<file path="config.mk">
export PLATFORM = sky130hd
export DESIGN_NAME = fetch_queue
export DESIGN_NICKNAME = d
export VERILOG_FILES = /design/src/rtl/fetch_pkg.sv /design/src/rtl/fetch_fifo.sv /design/src/rtl/fetch_queue.sv
export SDC_FILE = /design/constraint.sdc
export NUM_CORES = 1
export LEC_CHECK = 0
export CORE_ASPECT_RATIO = 0.75
export CORE_MARGIN = 2
export CORE_UTILIZATION = 55
export CTS_CLUSTER_DIAMETER = 30
export DETAILED_ROUTE_END_ITERATION = 8
export DONT_BUFFER_PORTS = 1
export PLACE_DENSITY = 0.73
export SKIP_CTS_REPAIR_TIMING = 1
export SYNTH_ARGS = -nofsm -noshare
export SYNTH_HDL_FRONTEND = slang
export SYNTH_SLANG_ARGS = --single-unit
</file>
<file path="constraint.sdc">
create_clock -name clk -period 3.07 [get_ports clk]
set_clock_uncertainty 0.1 [all_clocks]
set_input_delay 0.7675 -clock clk [delete_from_list [all_inputs] [get_ports clk]]
set_output_delay 0.7675 -clock clk [all_outputs]
set_load 0.02 [all_outputs]
</file>
<file path="src/rtl/fetch_pkg.sv">
// Shared types for the instruction fetch queue.
//   INSTR_W       : instruction width
//   fetch_entry_t : {pc, instr} queue payload (default XLEN of 32)
//   fetch_state_t : fetch control states
package fetch_pkg;

   localparam int unsigned INSTR_W  = 32;
   localparam int unsigned XLEN_DEF = 32;

   typedef struct packed {
      logic [XLEN_DEF-1:0] pc;
      logic [INSTR_W-1:0]  instr;
   } fetch_entry_t;

   typedef enum logic [1:0] {
      ST_BOOT   = 2'd0,
      ST_RUN    = 2'd1,
      ST_HALTED = 2'd2
   } fetch_state_t;

endpackage

</file>
<file path="src/rtl/fetch_fifo.sv">
// Circular FIFO holding fetched {pc, instr} entries.
//   clk, rstn   : clock, async active-low reset
//   i_push      : write i_push_data at the tail
//   i_pop       : advance the head
//   i_clear     : drop all entries (wins over push/pop)
//   o_count     : occupied entries
//   o_head      : entry at the head (don't-care when empty)
module fetch_fifo
   import fetch_pkg::*;
#(
   parameter int unsigned DEPTH = 4,
   parameter type         entry_t = fetch_entry_t,
   localparam int unsigned AW = $clog2(DEPTH),
   localparam int unsigned CW = $clog2(DEPTH + 1)
) (
   input  logic          clk,
   input  logic          rstn,
   input  logic          i_push,
   input  entry_t        i_push_data,
   input  logic          i_pop,
   input  logic          i_clear,
   output logic [CW-1:0] o_count,
   output entry_t        o_head
);

   entry_t        r_mem [DEPTH];
   logic [AW-1:0] r_rd;
   logic [AW-1:0] r_wr;
   logic [CW-1:0] r_count;

   // Pointer and occupancy bookkeeping; pointers wrap naturally since DEPTH is a power of two
   always_ff @(posedge clk or negedge rstn) begin
      if (!rstn) begin
         r_rd    <= '0;
         r_wr    <= '0;
         r_count <= '0;
      end else if (i_clear) begin
         r_rd    <= '0;
         r_wr    <= '0;
         r_count <= '0;
      end else begin
         if (i_pop)  r_rd <= r_rd + AW'(1);
         if (i_push) r_wr <= r_wr + AW'(1);
         case ({i_push, i_pop})
            2'b10:   r_count <= r_count + CW'(1);
            2'b01:   r_count <= r_count - CW'(1);
            default: r_count <= r_count;
         endcase
      end
   end

   // Entry storage needs no reset; only occupied slots are ever read
   always_ff @(posedge clk) begin
      if (i_push && !i_clear) r_mem[r_wr] <= i_push_data;
   end

   assign o_count = r_count;
   assign o_head  = r_mem[r_rd];

   // Issue throttling must make a push into a full queue impossible
   a_no_overflow: assert property (@(posedge clk) disable iff (!rstn)
      i_push |-> (r_count < CW'(DEPTH)));

endmodule

</file>
<file path="src/rtl/fetch_queue.sv">
// Instruction fetch front end: issues sequential imem reads, absorbs the
// one-cycle memory latency and buffers fetched instructions for decode.
//   clk, rstn              : clock, async active-low reset
//   redirect_valid/_pc     : restart fetch at a new PC, flushing the queue
//   halt                   : stop issuing reads, keep queued entries
//   imem_ren/_raddr/_rdata : instruction memory port (data one cycle later)
//   out_valid/_ready       : decode handshake on the head entry
//   out_pc/_instr          : head entry
//   count                  : occupied queue entries
module fetch_queue
   import fetch_pkg::*;
#(
   parameter int unsigned      XLEN     = 32,
   parameter int unsigned      DEPTH    = 4,
   parameter logic [XLEN-1:0]  RESET_PC = XLEN'(32'h0000_0000),
   localparam int unsigned     CW       = $clog2(DEPTH + 1)
) (
   input  logic               clk,
   input  logic               rstn,
   input  logic               redirect_valid,
   input  logic [XLEN-1:0]    redirect_pc,
   input  logic               halt,
   output logic               imem_ren,
   output logic [XLEN-1:0]    imem_raddr,
   input  logic [INSTR_W-1:0] imem_rdata,
   output logic               out_valid,
   input  logic               out_ready,
   output logic [XLEN-1:0]    out_pc,
   output logic [INSTR_W-1:0] out_instr,
   output logic [CW-1:0]      count
);

   localparam int unsigned OW = CW + 1;

   typedef struct packed {
      logic [XLEN-1:0]    pc;
      logic [INSTR_W-1:0] instr;
   } entry_t;

   fetch_state_t    r_state;
   fetch_state_t    w_state_nxt;
   logic [XLEN-1:0] r_fetch_pc;
   logic            r_inflight;
   logic [XLEN-1:0] r_inflight_pc;

   logic            w_issue;
   logic            w_push;
   logic            w_pop;
   logic [OW-1:0]   w_occ;
   logic [CW-1:0]   w_count;
   entry_t          w_push_data;
   entry_t          w_head;

   // State register
   always_ff @(posedge clk or negedge rstn) begin
      if (!rstn) r_state <= ST_BOOT;
      else       r_state <= w_state_nxt;
   end

   // Next state: BOOT lasts exactly one cycle after reset release
   always_comb begin
      w_state_nxt = r_state;
      case (r_state)
         ST_BOOT:   w_state_nxt = ST_RUN;
         ST_RUN:    if (halt)  w_state_nxt = ST_HALTED;
         ST_HALTED: if (!halt) w_state_nxt = ST_RUN;
         default:   w_state_nxt = ST_BOOT;
      endcase
   end

   // Queued plus in-flight entries bound issue; a redirect flushes the
   // queue in the same cycle so it may always issue
   assign w_occ      = OW'(w_count) + OW'(r_inflight);
   assign w_issue    = (r_state == ST_RUN) && !halt &&
                       (redirect_valid || (w_occ < OW'(DEPTH)));
   assign imem_ren   = w_issue;
   assign imem_raddr = redirect_valid ? redirect_pc : r_fetch_pc;

   // Fetch PC and in-flight tracking
   always_ff @(posedge clk or negedge rstn) begin
      if (!rstn) begin
         r_fetch_pc    <= RESET_PC;
         r_inflight    <= 1'b0;
         r_inflight_pc <= '0;
      end else begin
         if (w_issue)             r_fetch_pc <= imem_raddr + XLEN'(4);
         else if (redirect_valid) r_fetch_pc <= redirect_pc;
         r_inflight <= w_issue;
         if (w_issue) r_inflight_pc <= imem_raddr;
      end
   end

   // Returning data from a read issued before a redirect is dropped
   always_comb begin
      w_push_data       = '0;
      w_push_data.pc    = r_inflight_pc;
      w_push_data.instr = imem_rdata;
   end
   assign w_push = r_inflight && !redirect_valid;
   assign w_pop  = out_valid && out_ready;

   fetch_fifo #(
      .DEPTH   (DEPTH),
      .entry_t (entry_t)
   ) u_fifo (
      .clk         (clk),
      .rstn        (rstn),
      .i_push      (w_push),
      .i_push_data (w_push_data),
      .i_pop       (w_pop),
      .i_clear     (redirect_valid),
      .o_count     (w_count),
      .o_head      (w_head)
   );

   assign count     = w_count;
   assign out_valid = (w_count != '0);
   assign out_pc    = w_head.pc;
   assign out_instr = w_head.instr;

endmodule

</file>
==> impl_metrics.py <==
metrics = {
    "yosys": {
        "synth-edff-count": 256,
        "synth-async-reset-ratio_pct": 22.4,
        "netlist_instances": 673,
        "synth_top_cell_area_share_pct": 59.3,
        "yosysTopAreaCell": "edfxtp_1",
        "yosysWarnings": 0,
        "synth_seq_area_share_pct": 73.5,
        "synthTopCellsByCount": "edfxtp_1 (256), dfrtp_1 (74), mux4_2 (64)",
        "synth-main-ff-cell": "edfxtp_1",
        "avgSynthCellArea_um2": 19.3,
        "synthTopCellsByArea": "edfxtp_1 (59%), dfrtp_1 (14%), mux4_2 (11%)",
        "yosys.cell_types.count": 44,
        "synth_nets": 748,
        "ys_ff_latch": 330,
        "syn-cell-area_mm2": 0.0130,
        "yosysMostFrequentCell": "edfxtp_1",
    },
    "cells_and_area": {
        "syn_to_final_growth_pct": 17.1,
        "multi_input_area_mm2": 0.00327,
        "fillers": 1528,
        "layout-drive-gt1-share_pct": 29.7,
        "seqCellArea_mm2": 0.00955,
        "finish.utilization_pct": 65.9,
        "fin_area_mm2": 0.0152,
        "nets": 784,
    },
    "cts": {
        "clk_latency_ps": 530,
        "clk_pin_slew_ps": 50,
        "cts_sinks": 330,
        "cts_tree": "yes",
        "clockBufferDepth": 3,
        "cts-root-buf": "clkbuf_16",
        "cts_buffers": 49,
        "htree_levels": 2,
    },
    "grt": {
        "grt_pass1_wl_um": 38600,
        "grt_max_degree": 75,
        "antenna_found_initial": 1,
        "grt_usage_pct": 20.9,
        "grt.overflow.total": 0,
        "grt_pass1_vias": 6559,
    },
    "place": {
        "dpl_cell_area_mm2": 0.0134,
        "portBuffers": 0,
        "gp_congestion": 0.920,
        "place_ws_ps": 402,
        "hpwl_um": 16000,
    },
    "sta": {
        "tightest_slew_ps": 593,
        "slew_headroom_pct": 59.4,
        "setup_viol": 0,
        "min_period_ps": 2950,
        "final_hold_viol_count": 0,
        "rsz0062_at_grt": "false",
        "fin_crit_sh_pct": 96.1,
        "clock.fmax_mhz": 339,
        "fin_tns_setup_ps": 0,
        "setup_ws_ps": 120,
        "drv_slew": 0,
    },
    "die": {
        "chipHeight_um": 137,
        "coreArea_mm2": 0.0231,
        "rows": 48,
        "dieArea_mm2": 0.0248,
        "start_util_pct": 56.2,
        "io_pins": 170,
        "die_x_um": 181,
    },
    "flow_run": {
        "maxCapViolations": 0,
    },
    "pwr": {
        "internal-power_mw": 10.5,
        "power_leakage_nw": 5.19,
        "p_per_area_mw_per_mm2": 949,
        "clkPwrFrac_pct": 40.0,
        "combPwrFrac_pct": 17.8,
        "power_mw": 14.4,
        "seqPwrFrac_pct": 42.3,
        "vdd_drop_max_v": 0.000653,
        "swShare_pct": 27.2,
        "p_switching_mw": 3.92,
    },
    "setup_path": {
        "r2r-start": "u_fifo.o_count[0]$_DFFE_PN0P_",
        "path_max_fanout": 38,
        "path_class": "flop to primary output",
        "r2r_setup_slack_ps": 700,
        "end_kind": "primary output",
        "r2r_cells": 6,
        "rr_endpoint": "r_fetch_pc[29]$_DFF_PN0_",
        "cp-start-kind": "flop",
        "required_ps": 2200,
        "arrival_ps": 2080,
    },
    "run_status": {
        "status": "finished clean",
    },
    "route": {
        "routed-via-count": 6416,
        "drc": 0,
        "wl_per_cell_um": 24.3,
        "drtIter0Drc": 474,
        "antenna_left": 0,
        "via_per_inst": 6.11,
        "dr.pass1.iters": 4,
        "routed_wl_um": 25500,
    },
    "min_path": {
        "hold_path.class": "input port to asynchronous set/reset pin",
    },
}
==> per-stage QoR <==
step	hold WS, ps	std cells
global route	39.1	1048
detailed placement	374	957
global placement	375	957
CTS	-193	1047
floorplan	372	673
finish	22.5	1050
==> critical path, stage by stage (launching register included) <==
cell     delay [ps]
dfrtp_4         530
buf_12          320
mux4_2          660
==> cell usage in the layout (no fill, tap or decap), types with 3 or more instances in the layout <==
cell type and n:
nand2_1 33, and2_1 3, nor2_1 18, nor2b_1 3
nand3b_1 4, xnor2_1 22, clkinvlp_4 6, a21oi_1 5
clkinv_1 5, mux2_2 48, o21ai_0 10, nand4b_1 4
clkbuf_16 51, clkinv_4 4, mux2i_1 7, and2_4 4
clkinv_2 7, ha_1 5, clkbuf_1 3, nand4_1 6
nand3_1 20, edfxtp_1 256, bufinv_16 9, nor3_1 3
dfrtp_1 72, inv_1 8, nand2b_1 4, inv_6 5
buf_12 7, xor2_1 13, o22ai_1 3, mux4_2 64
buf_4 6
==> worst max path at each step <==
| stage | from | to | depth (start not counted) |
|---|---|---|---|
| finish | u_fifo.r_rd[0]$_DFFE_PN0P_ | out_instr[3] | 2 |
| floorplan | redirect_valid | r_fetch_pc[28]$_DFF_PN0_ | 12 |
| detailed placement | redirect_valid | r_fetch_pc[29]$_DFF_PN0_ | 5 |
| global placement | redirect_valid | r_fetch_pc[31]$_DFF_PN0_ | 5 |
| global route | u_fifo.r_rd[0]$_DFFE_PN0P_ | out_pc[2] | 2 |
| CTS | u_fifo.r_rd[0]$_DFFE_PN0P_ | out_pc[2] | 2 |
==> cell type report <==
| type | count | area share, % |
|---|---|---|
| Sequential cell | 330 | 62.8 |
| Multi-Input combinational cell | 305 | 21.5 |
| Clock buffer | 55 | 8.57 |
| Clock inverter | 35 | 2.92 |
| Tap cell | 300 | 2.47 |
| Timing Repair Buffer | 14 | 1.40 |
| Inverter | 9 | 0.222 |
| Antenna cell | 2 | 0.0329 |
==> per-layer routing <==
metal / part of all wire (%) / vias up / GRT usage, %
met5: 0.20 / - / 1.60
li1: - / 2746 / -
met4: 2.0 / 2 / 6.37
met1: 40 / 3347 / 27.7
met2: 48 / 279 / 33.1
met3: 9.6 / 42 / 7.10
==> logic make-up (layout without fill, tap and decap cells) <==
logic type	count (synthesis)	in the layout	synth area share [%]
mux	119	119	15.8
compound gates	30	30	1.50
simple gates	115	115	4.78
flops	330	330	73.5
xor+xnor	35	35	2.36
fa+ha+maj	6	6	0.637
other cells	0	2	0
buf+inv	38	113	1.35
==> sequential cells by signal (all words and copies together), names as in the netlist <==
register	cells
u_fifo.o_count	3
u_fifo.r_rd	2
r_inflight_pc	32
r_state	2
r_inflight	1
u_fifo.r_wr	2
u_fifo.r_mem	256
r_fetch_pc	32
==> power by group through the flow <==
stage                     clock, mW  combinational [mW]  sequential [mW]
after global routing           6.06                2.73             6.17
final                          5.76                2.56             6.09
after CTS                      5.86                2.58             6.09
after floorplan                   0                2.11             5.97
after global placement            0                2.52             6.10
after detailed placement          0                2.57             6.17
No activity file was read; power rests on OpenSTA's default activity.
